[src/rtl/op2_stage.sv]
`default_nettype none
// ============================================================================
// Module      : op2_stage
// Description : Registered second-operand stage between decode and ALU.
//               Selects op2 from the register value or an instruction
//               immediate. Applies the shift-immediate bias and optional
//               sign extension. Results are held in a 2-entry skid buffer
//               with valid/ready handshakes on both sides.
//               Optional feature macro: OP2_FWD_EN (writeback forwarding
//               for the register select).
// Revision    : 1.0 - initial release
// ============================================================================
module op2_stage #(
    parameter int DW                = 8,
    parameter int IW                = 9,
    parameter int IMMA_W            = 3,
    parameter int IMMB_W            = 5,
    parameter int OPC_W             = 6,
    parameter logic [OPC_W-1:0] LSI_OPC = 6'b110100,
    parameter logic [OPC_W-1:0] RSI_OPC = 6'b110010,
    parameter int RA_W              = 2
) (
    input  logic            clk,
    input  logic            reset,
    input  logic            flush,
    input  logic            in_valid,
    output logic            in_ready,
    input  logic [IW-1:0]   in_instr,
    input  logic [DW-1:0]   in_reg2,
    input  logic [RA_W-1:0] in_reg2_a,
    input  logic [1:0]      in_sel,
    input  logic            in_sext,
    input  logic            wb_en,
    input  logic [RA_W-1:0] wb_a,
    input  logic [DW-1:0]   wb_data,
    output logic            out_valid,
    input  logic            out_ready,
    output logic [DW-1:0]   out_op2,
    output logic [IW-1:0]   out_instr
);

    localparam logic [1:0] c_sel_reg  = 2'b00;
    localparam logic [1:0] c_sel_imma = 2'b01;
    localparam logic [1:0] c_sel_immb = 2'b10;

    // Slot 0 is always the head entry; slot 1 holds the second entry.
    logic [1:0]    r_count;
    logic [DW-1:0] r_op2_0, r_op2_1;
    logic [IW-1:0] r_instr_0, r_instr_1;

    logic          w_push, w_pop;
    logic          w_bias;
    logic [DW-1:0] w_reg_val;
    logic [DW-1:0] w_imma;
    logic [DW-1:0] w_immb;
    logic [DW-1:0] w_op2_new;

    assign in_ready  = (r_count != 2'd2) & ~reset;
    assign out_valid = (r_count != 2'd0);
    assign out_op2   = out_valid ? r_op2_0   : '0;
    assign out_instr = out_valid ? r_instr_0 : '0;

    assign w_push = in_valid & in_ready & ~flush;
    assign w_pop  = out_valid & out_ready;

    // Shift-immediate opcodes encode shift-1, so the amount range becomes 1..2^IMMA_W.
    assign w_bias = (in_instr[IW-1 -: OPC_W] == LSI_OPC) |
                    (in_instr[IW-1 -: OPC_W] == RSI_OPC);
    assign w_imma = {{(DW-IMMA_W){1'b0}}, in_instr[IMMA_W-1:0]} +
                    {{(DW-1){1'b0}}, w_bias};
    assign w_immb = {{(DW-IMMB_W){in_sext & in_instr[IMMB_W-1]}},
                     in_instr[IMMB_W-1:0]};

`ifdef OP2_FWD_EN
    // Writeback in the same cycle carries newer data than the register file read.
    assign w_reg_val = (wb_en && (wb_a == in_reg2_a)) ? wb_data : in_reg2;
`else
    assign w_reg_val = in_reg2;
    logic  w_unused_fwd;
    assign w_unused_fwd = ^{wb_en, wb_a, wb_data, in_reg2_a};
`endif

    // Operand mux evaluated at push time; the result is stored, not recomputed.
    always_comb begin
        w_op2_new = in_instr[DW-1:0];
        case (in_sel)
            c_sel_reg  : w_op2_new = w_reg_val;
            c_sel_imma : w_op2_new = w_imma;
            c_sel_immb : w_op2_new = w_immb;
            default    : w_op2_new = in_instr[DW-1:0];
        endcase
    end

    // Buffer occupancy and slot update; flush overrides any push or pop.
    always_ff @(posedge clk) begin
        if (reset || flush) begin
            r_count   <= 2'd0;
            r_op2_0   <= '0;
            r_op2_1   <= '0;
            r_instr_0 <= '0;
            r_instr_1 <= '0;
        end else begin
            case ({w_push, w_pop})
                2'b01: begin
                    r_count   <= r_count - 2'd1;
                    r_op2_0   <= r_op2_1;
                    r_instr_0 <= r_instr_1;
                    r_op2_1   <= '0;
                    r_instr_1 <= '0;
                end
                2'b10: begin
                    r_count <= r_count + 2'd1;
                    if (r_count == 2'd0) begin
                        r_op2_0   <= w_op2_new;
                        r_instr_0 <= in_instr;
                    end else begin
                        r_op2_1   <= w_op2_new;
                        r_instr_1 <= in_instr;
                    end
                end
                2'b11: begin
                    // Only reachable at count 1: the new entry replaces the departing head.
                    r_op2_0   <= w_op2_new;
                    r_instr_0 <= in_instr;
                end
                default: begin
                    r_count <= r_count;
                end
            endcase
        end
    end

endmodule
`default_nettype wire

[config.mk]
export PLATFORM = sky130hd
export DESIGN_NAME = op2_stage
export DESIGN_NICKNAME = d
export VERILOG_FILES = /design/src/rtl/op2_stage.sv
export SDC_FILE = /design/constraint.sdc
export NUM_CORES = 1
export LEC_CHECK = 0
export ABC_AREA = 1
export CELL_PAD_IN_SITES_DETAIL_PLACEMENT = 0
export CELL_PAD_IN_SITES_GLOBAL_PLACEMENT = 1
export CORE_MARGIN = 4
export CORE_UTILIZATION = 43
export CTS_BUF_LIST = sky130_fd_sc_hd__clkbuf_16
export CTS_CLUSTER_SIZE = 24
export DETAILED_ROUTE_END_ITERATION = 12
export DONT_BUFFER_PORTS = 1
export PLACE_DENSITY = 0.79
export SLEW_MARGIN = 20
export SYNTH_ARGS = -nofsm -noshare
export SYNTH_HDL_FRONTEND = slang
export SYNTH_SLANG_ARGS = --single-unit
export TNS_END_PERCENT = 50
[constraint.sdc]
create_clock -name clk -period 2.4 [get_ports clk]
set_input_delay 0.24 -clock clk [delete_from_list [all_inputs] [get_ports clk]]
set_output_delay 0.24 -clock clk [all_outputs]
set_load 0.01 [all_outputs]
* After elaboration in Yosys (flattened, before gate mapping)
Cells that the tools add are included.
** Operators by class
- Bitwise logic cells :: 8
- Mux-type cells :: 12
- Reduce and logical (&&, ||, !) cells :: 8
- Equality and inequality tests :: 10
- Add/sub/neg operators :: 3
** Operator list (count)
- 8-bit case mux with 3 select lines :: 2
- 9-bit 2-to-1 mux :: 3
- 9-bit case mux with 3 select lines :: 1
- 8-bit 2-to-1 mux :: 3
- 9-bit case mux with 2 select lines :: 1
- 8-bit case mux with 2 select lines :: 1
- 6-bit == test, second input constant :: 2
- 2-bit == test, second input constant :: 3
- 2-bit inequality test, second input constant :: 3
- 1-bit bitwise AND :: 5
- 3-bit by 1-bit adder with 4-bit output :: 1
- 2-bit by 1-bit == test with 1-bit output, second input constant :: 2
- 2-bit logical NOT :: 2
- 2-bit case mux with 2 select lines :: 1
- 2-bit AND reduction :: 2
- 2-bit nonzero test :: 2
- 3-bit nonzero test :: 1
- 2-bit by 1-bit adder with 2-bit output, second input constant :: 1
- 1-bit inverter :: 2
- 2-bit by 1-bit subtractor with 2-bit output, second input constant :: 1
- 1-bit logical OR :: 1
- 1-bit OR :: 1
** Word-level totals
- Register bits after elaboration :: 36
- Word-level logic and storage cells :: 46
- Input bits :: 38
- Output and inout port bits :: 19

* Longest topological paths before layout
- Word-level depth :: 7
- Depth in mapped cells :: 13
- Mapped depth without buffers :: 11

* Least setup slack after synthesis
OpenSTA, ideal clock, no wires.
- Path type :: reg2reg
- Start point :: register r_count[0]
- End point :: register r_instr_1[1]
- Required time :: 2.334 ns
- Buffers on the path :: 1
- Clock period less this slack :: 1.933 ns
- Arrival time :: 1.867 ns
- Library setup time :: 0.066 ns
- Path slack :: 0.467 ns
- Cell stages (with the launch flop) :: 11
- Cells stage by stage :: dfxtp_1 inv_1 a21oi_1 nand2_1 nor2_1 ha_1 clkinv_4 nor2_8 buf_2 nand2_1 a21oi_2
** Between the ends
- Word-level cells in the longest chain between the ends :: 7
- Elaborated cells between the ends (all ways) :: 13
- Those cells by class :: 4 x eq/ne; 1 x mux; 4 x bitwise; 4 x reduce/logical
** RTL lines
- from (decl) :: line 47 : logic [1:0] r_count;
- from (signal assigned) :: line 105 : r_count <= r_count - 2'd1;
- from (signal assigned) :: line 112 : r_count <= r_count + 2'd1;
- from (signal assigned) :: line 127 : r_count <= r_count;
- 2-bit inequality test * :: line 58 : assign in_ready = (r_count != 2'd2) & ~reset;
- 1-bit bitwise AND * :: line 58
- via in_ready :: line 27 : output logic in_ready,
- 1-bit bitwise AND * (2 in a row) :: line 63 : assign w_push = in_valid & in_ready & ~flush;
- 2-bit == test / 2-bit by 1-bit == test with 1-bit output (equally long branches) :: line 103 : case ({w_push, w_pop})
- 2-bit inequality test (no line) / 2-bit nonzero test (equally long branches)
- 2-bit AND reduction (no line)
- to (signal assigned) :: line 118 : r_instr_1 <= in_instr;
- to (decl) :: line 49 : logic [IW-1:0] r_instr_0, r_instr_1;
The timed path passes the listed nets; every way through them passes the cells marked *.
A chain may end at the register's enable or synchronous reset.

* Worst setup path in the final report
- Start point :: register r_count[0]
- End point :: register r_instr_0[6]
** Between the ends
- Word-level cells in the longest chain between the ends :: 7
- Elaborated cells between the ends (all ways) :: 14
- Those cells by class :: 5 x eq/ne; 1 x mux; 4 x bitwise; 4 x reduce/logical
** RTL lines
- 2-bit inequality test :: line 58
- 1-bit bitwise AND :: line 58
- 1-bit bitwise AND (2 in a row) :: line 63
- 2-bit == test / 2-bit by 1-bit == test with 1-bit output (equally long branches) :: line 103
- 2-bit inequality test (no line) / 3-bit nonzero test (equally long branches)
- 2-bit AND reduction (no line)
- to (signal assigned) :: line 107 : r_instr_0 <= r_instr_1;
- to (signal assigned) :: line 115 : r_instr_0 <= in_instr;
- to (signal assigned) :: line 124 : r_instr_0 <= in_instr;
- to (decl) :: line 49
Several ways; a longest one is shown, not always the timed one.

==> flow_summary.yaml <==
outcome:
  status: "finished clean"
synthesis:
  synth-seq-cells: 36
  synth_top_family_by_area: "simple AND/OR/NAND/NOR gates"
  syn-cell-area_sq_um: 2100
  syn_inst: 313
  synth_compound_gate_area_share_pct: 15.7
  yosys-top-cells-area: "dfxtp_1, nand2_1, nor2_1"
  yosys.area_share.simple_pct: 35.4
  ys_seq_area_share_pct: 34.4
  yosysWarnings: 0
  synth_top_area_cell: "dfxtp_1"
  synth_nets: 356
  synth_xor_area_share_pct: 0.418
  synth_cell_types: 28
  synth_top_area_share_pct: 34.4
  yosys.area_share.adder_pct: 2.98
  muxShareOfSynthArea_pct: 0
  syn_avg_cell_area_sq_um: 6.70
worst_setup_path:
  crit_fanout: 16
  worstSetupPathType: "reg2reg"
  cp-start-kind: "register"
  end_kind: "register"
  worstPathRequired_ns: 2.57
  cp.arrival_ns: 2.22
layout:
  final_cell_mix: "nand2_1, nor2_1, dfxtp_1"
  fin_nets: 358
  final_common_cell: "nand2_1"
  layout-drive-gt1-share_pct: 14.6
  n_antenna_cell: 0
  synthToLayoutAreaGrowth_pct: 11.2
  fillCellCount: 505
die:
  start_util_pct: 44.4
  rows: 25
  die_h_um: 77.8
  io_pins: 57
  core_area_sq_um: 4720
  die_x_um: 77.8
  dieArea_sq_um: 6060
global_route:
  grt_pass1_vias: 1740
  grt_pass1_wl_um: 8070
  grt_max_degree: 20
  track_usage_pct: 16.9
  antenna_found_initial: 0
  grt_overflow: 0
flow_run:
  cap_violations: 0
clock_tree:
  clock_latency_ns: 0.28
  tritoncts: "yes"
  clk_pin_slew_ns: 0.06
  h-tree-depth: 2
  cts_sinks: 36
  cts_buffers: 5
  cts_resized: 0
  ctsLongestPathBuffers: 2
  hold_buffers: 0
  root_buffer: "clkbuf_16"
timing:
  setup_viol: 0
  relSlewSlack_pct: 48.3
  holdWs_ns: 0.113
  finClkSkew_ns: 0.00333
  tightest_slew_ns: 0.775
  fin_crit_sh_pct: 85.1
  fmax_ghz: 0.490
  setup-tns-final_ns: 0
  hold_violations: 0
  drv_slew: 0
  fin_crit_ns: 2.04
  rsz0062_at_grt: "false"
routing:
  num_vias: 1843
  first_pass_iters: 4
  via_per_inst: 4.81
  first_iter_violations: 108
  wirelength_um: 4790
  drc: 0
  wl_per_cell_um: 12.5
  ant_nets: 0
power_and_ir_drop:
  comb_power_share_pct: 10.6
  p_sw_mw: 0.353
  leakage_nw: 0.968
  p_int_mw: 1.15
  power_density_nw_per_um2: 643
  seqPwrFrac_pct: 41.1
  power_switching_share_pct: 23.6
  pwr-share-clk_pct: 48.3
  ir_drop_v: 0.000257
placement:
  gp_congestion: 0.771
  io_buffers: 0
  hpwl_um: 3500
min_path:
  hp-class: "in2reg"
==> layout make-up <==
type	count	area, sq um	area share [%]
Sequential cell	36	721	30.9
Clock buffer	5	125	5.37
Timing Repair Buffer	9	80.1	3.44
Inverter	36	140	6.01
Tap cell	67	83.8	3.60
Clock inverter	3	38.8	1.66
Multi-Input combinational cell	227	1140	49.0
==> power groups by stage <==
| stage | Sequential (mW) | Clock, mW | Combinational [mW] |
|---|---|---|---|
| global placement | 0.628 | 0 | 0.156 |
| global route | 0.617 | 0.758 | 0.183 |
| finish | 0.616 | 0.724 | 0.159 |
| CTS | 0.616 | 0.736 | 0.157 |
| detailed placement | 0.628 | 0 | 0.156 |
| floorplan | 0.627 | 0 | 0.131 |
==> per-layer routing <==
metal | part of all wire, % | up-vias | global-route usage, %
li1 | - | 991 | -
met1 | 52 | 809 | 23.1
met2 | 41 | 37 | 25.3
met3 | 5.6 | 6 | 5.57
met4 | 1.3 | 0 | 4.80
met5 | 0 | - | 0
==> cells in the mapped netlist (all sizes together) <==
| cell | count |
|---|---|
| nand3 | 26 |
| clkbuf | 2 |
| a21boi | 8 |
| nor2 | 44 |
| buf | 12 |
| nand4 | 1 |
| xnor2 | 1 |
| a21oi | 29 |
| dfxtp | 36 |
| ha | 5 |
| o21ai | 15 |
| inv | 35 |
| nand3b | 1 |
| nand2 | 97 |
| clkinv | 1 |
==> final timing paths <==
kind | from | end | slack [ns] | depth (start not counted)
worst max-delay path | r_count[0] | r_instr_0[6] | 0.36 | 9
worst min register to register | r_instr_1[4] | r_instr_1[4] | 0.46 | 2
worst min-delay path | in_instr[4] | r_instr_1[4] | 0.11 | 2
worst max register to register | r_count[0] | r_instr_0[6] | 0.36 | 9
==> flip-flops by register name (all words and copies together) (netlist names) <==
| name | flops |
|---|---|
| r_count | 2 |
| r_op2_0 | 8 |
| r_instr_1 | 9 |
| r_op2_1 | 8 |
| r_instr_0 | 9 |
==> through the flow <==
stage / instances / cell area [sq um] / total power [mW] / setup WS (ns) / util, %
after detailed placement: 374 / 2150 / 0.785 / 0.222 / 45.5
after CTS: 382 / 2310 / 1.51 / 0.201 / 48.9
after global routing: 383 / 2330 / 1.56 / 0.114 / 49.4
after global placement: 374 / 2150 / 0.784 / 0.246 / 45.5
final: 383 / 2330 / 1.50 / 0.358 / 49.4
after floorplan: 313 / 2100 / 0.759 / 0.467 / -
==> critical path, stage by stage, from the launching register on <==
cell and delay (ns):
dfxtp_1 0.42, nor2_4 0.06, inv_1 0.08, nand2_2 0.15
ha_1 0.30, nor2_1 0.33, buf_4 0.28, o21ai_0 0.12
nor2_1 0.14, nor2_1 0.06
==> cells by family (layout without fill, tap and decap cells) <==
logic type,Yosys count,after routing
AOI/OAI and AO/OA,52,52
DFF,36,36
and+or+nand+nor,169,169
buffers and inverters,50,53
adders and majority gates,5,5
xor gates and xnor gates,1,1
==> what timing repair did <==
item                                    CTS  global route
endpoints found under the hold margin     0             0
endpoints found under the setup margin    0             7
setup buffers                             0             1
(Power assumes the default switching activity.)
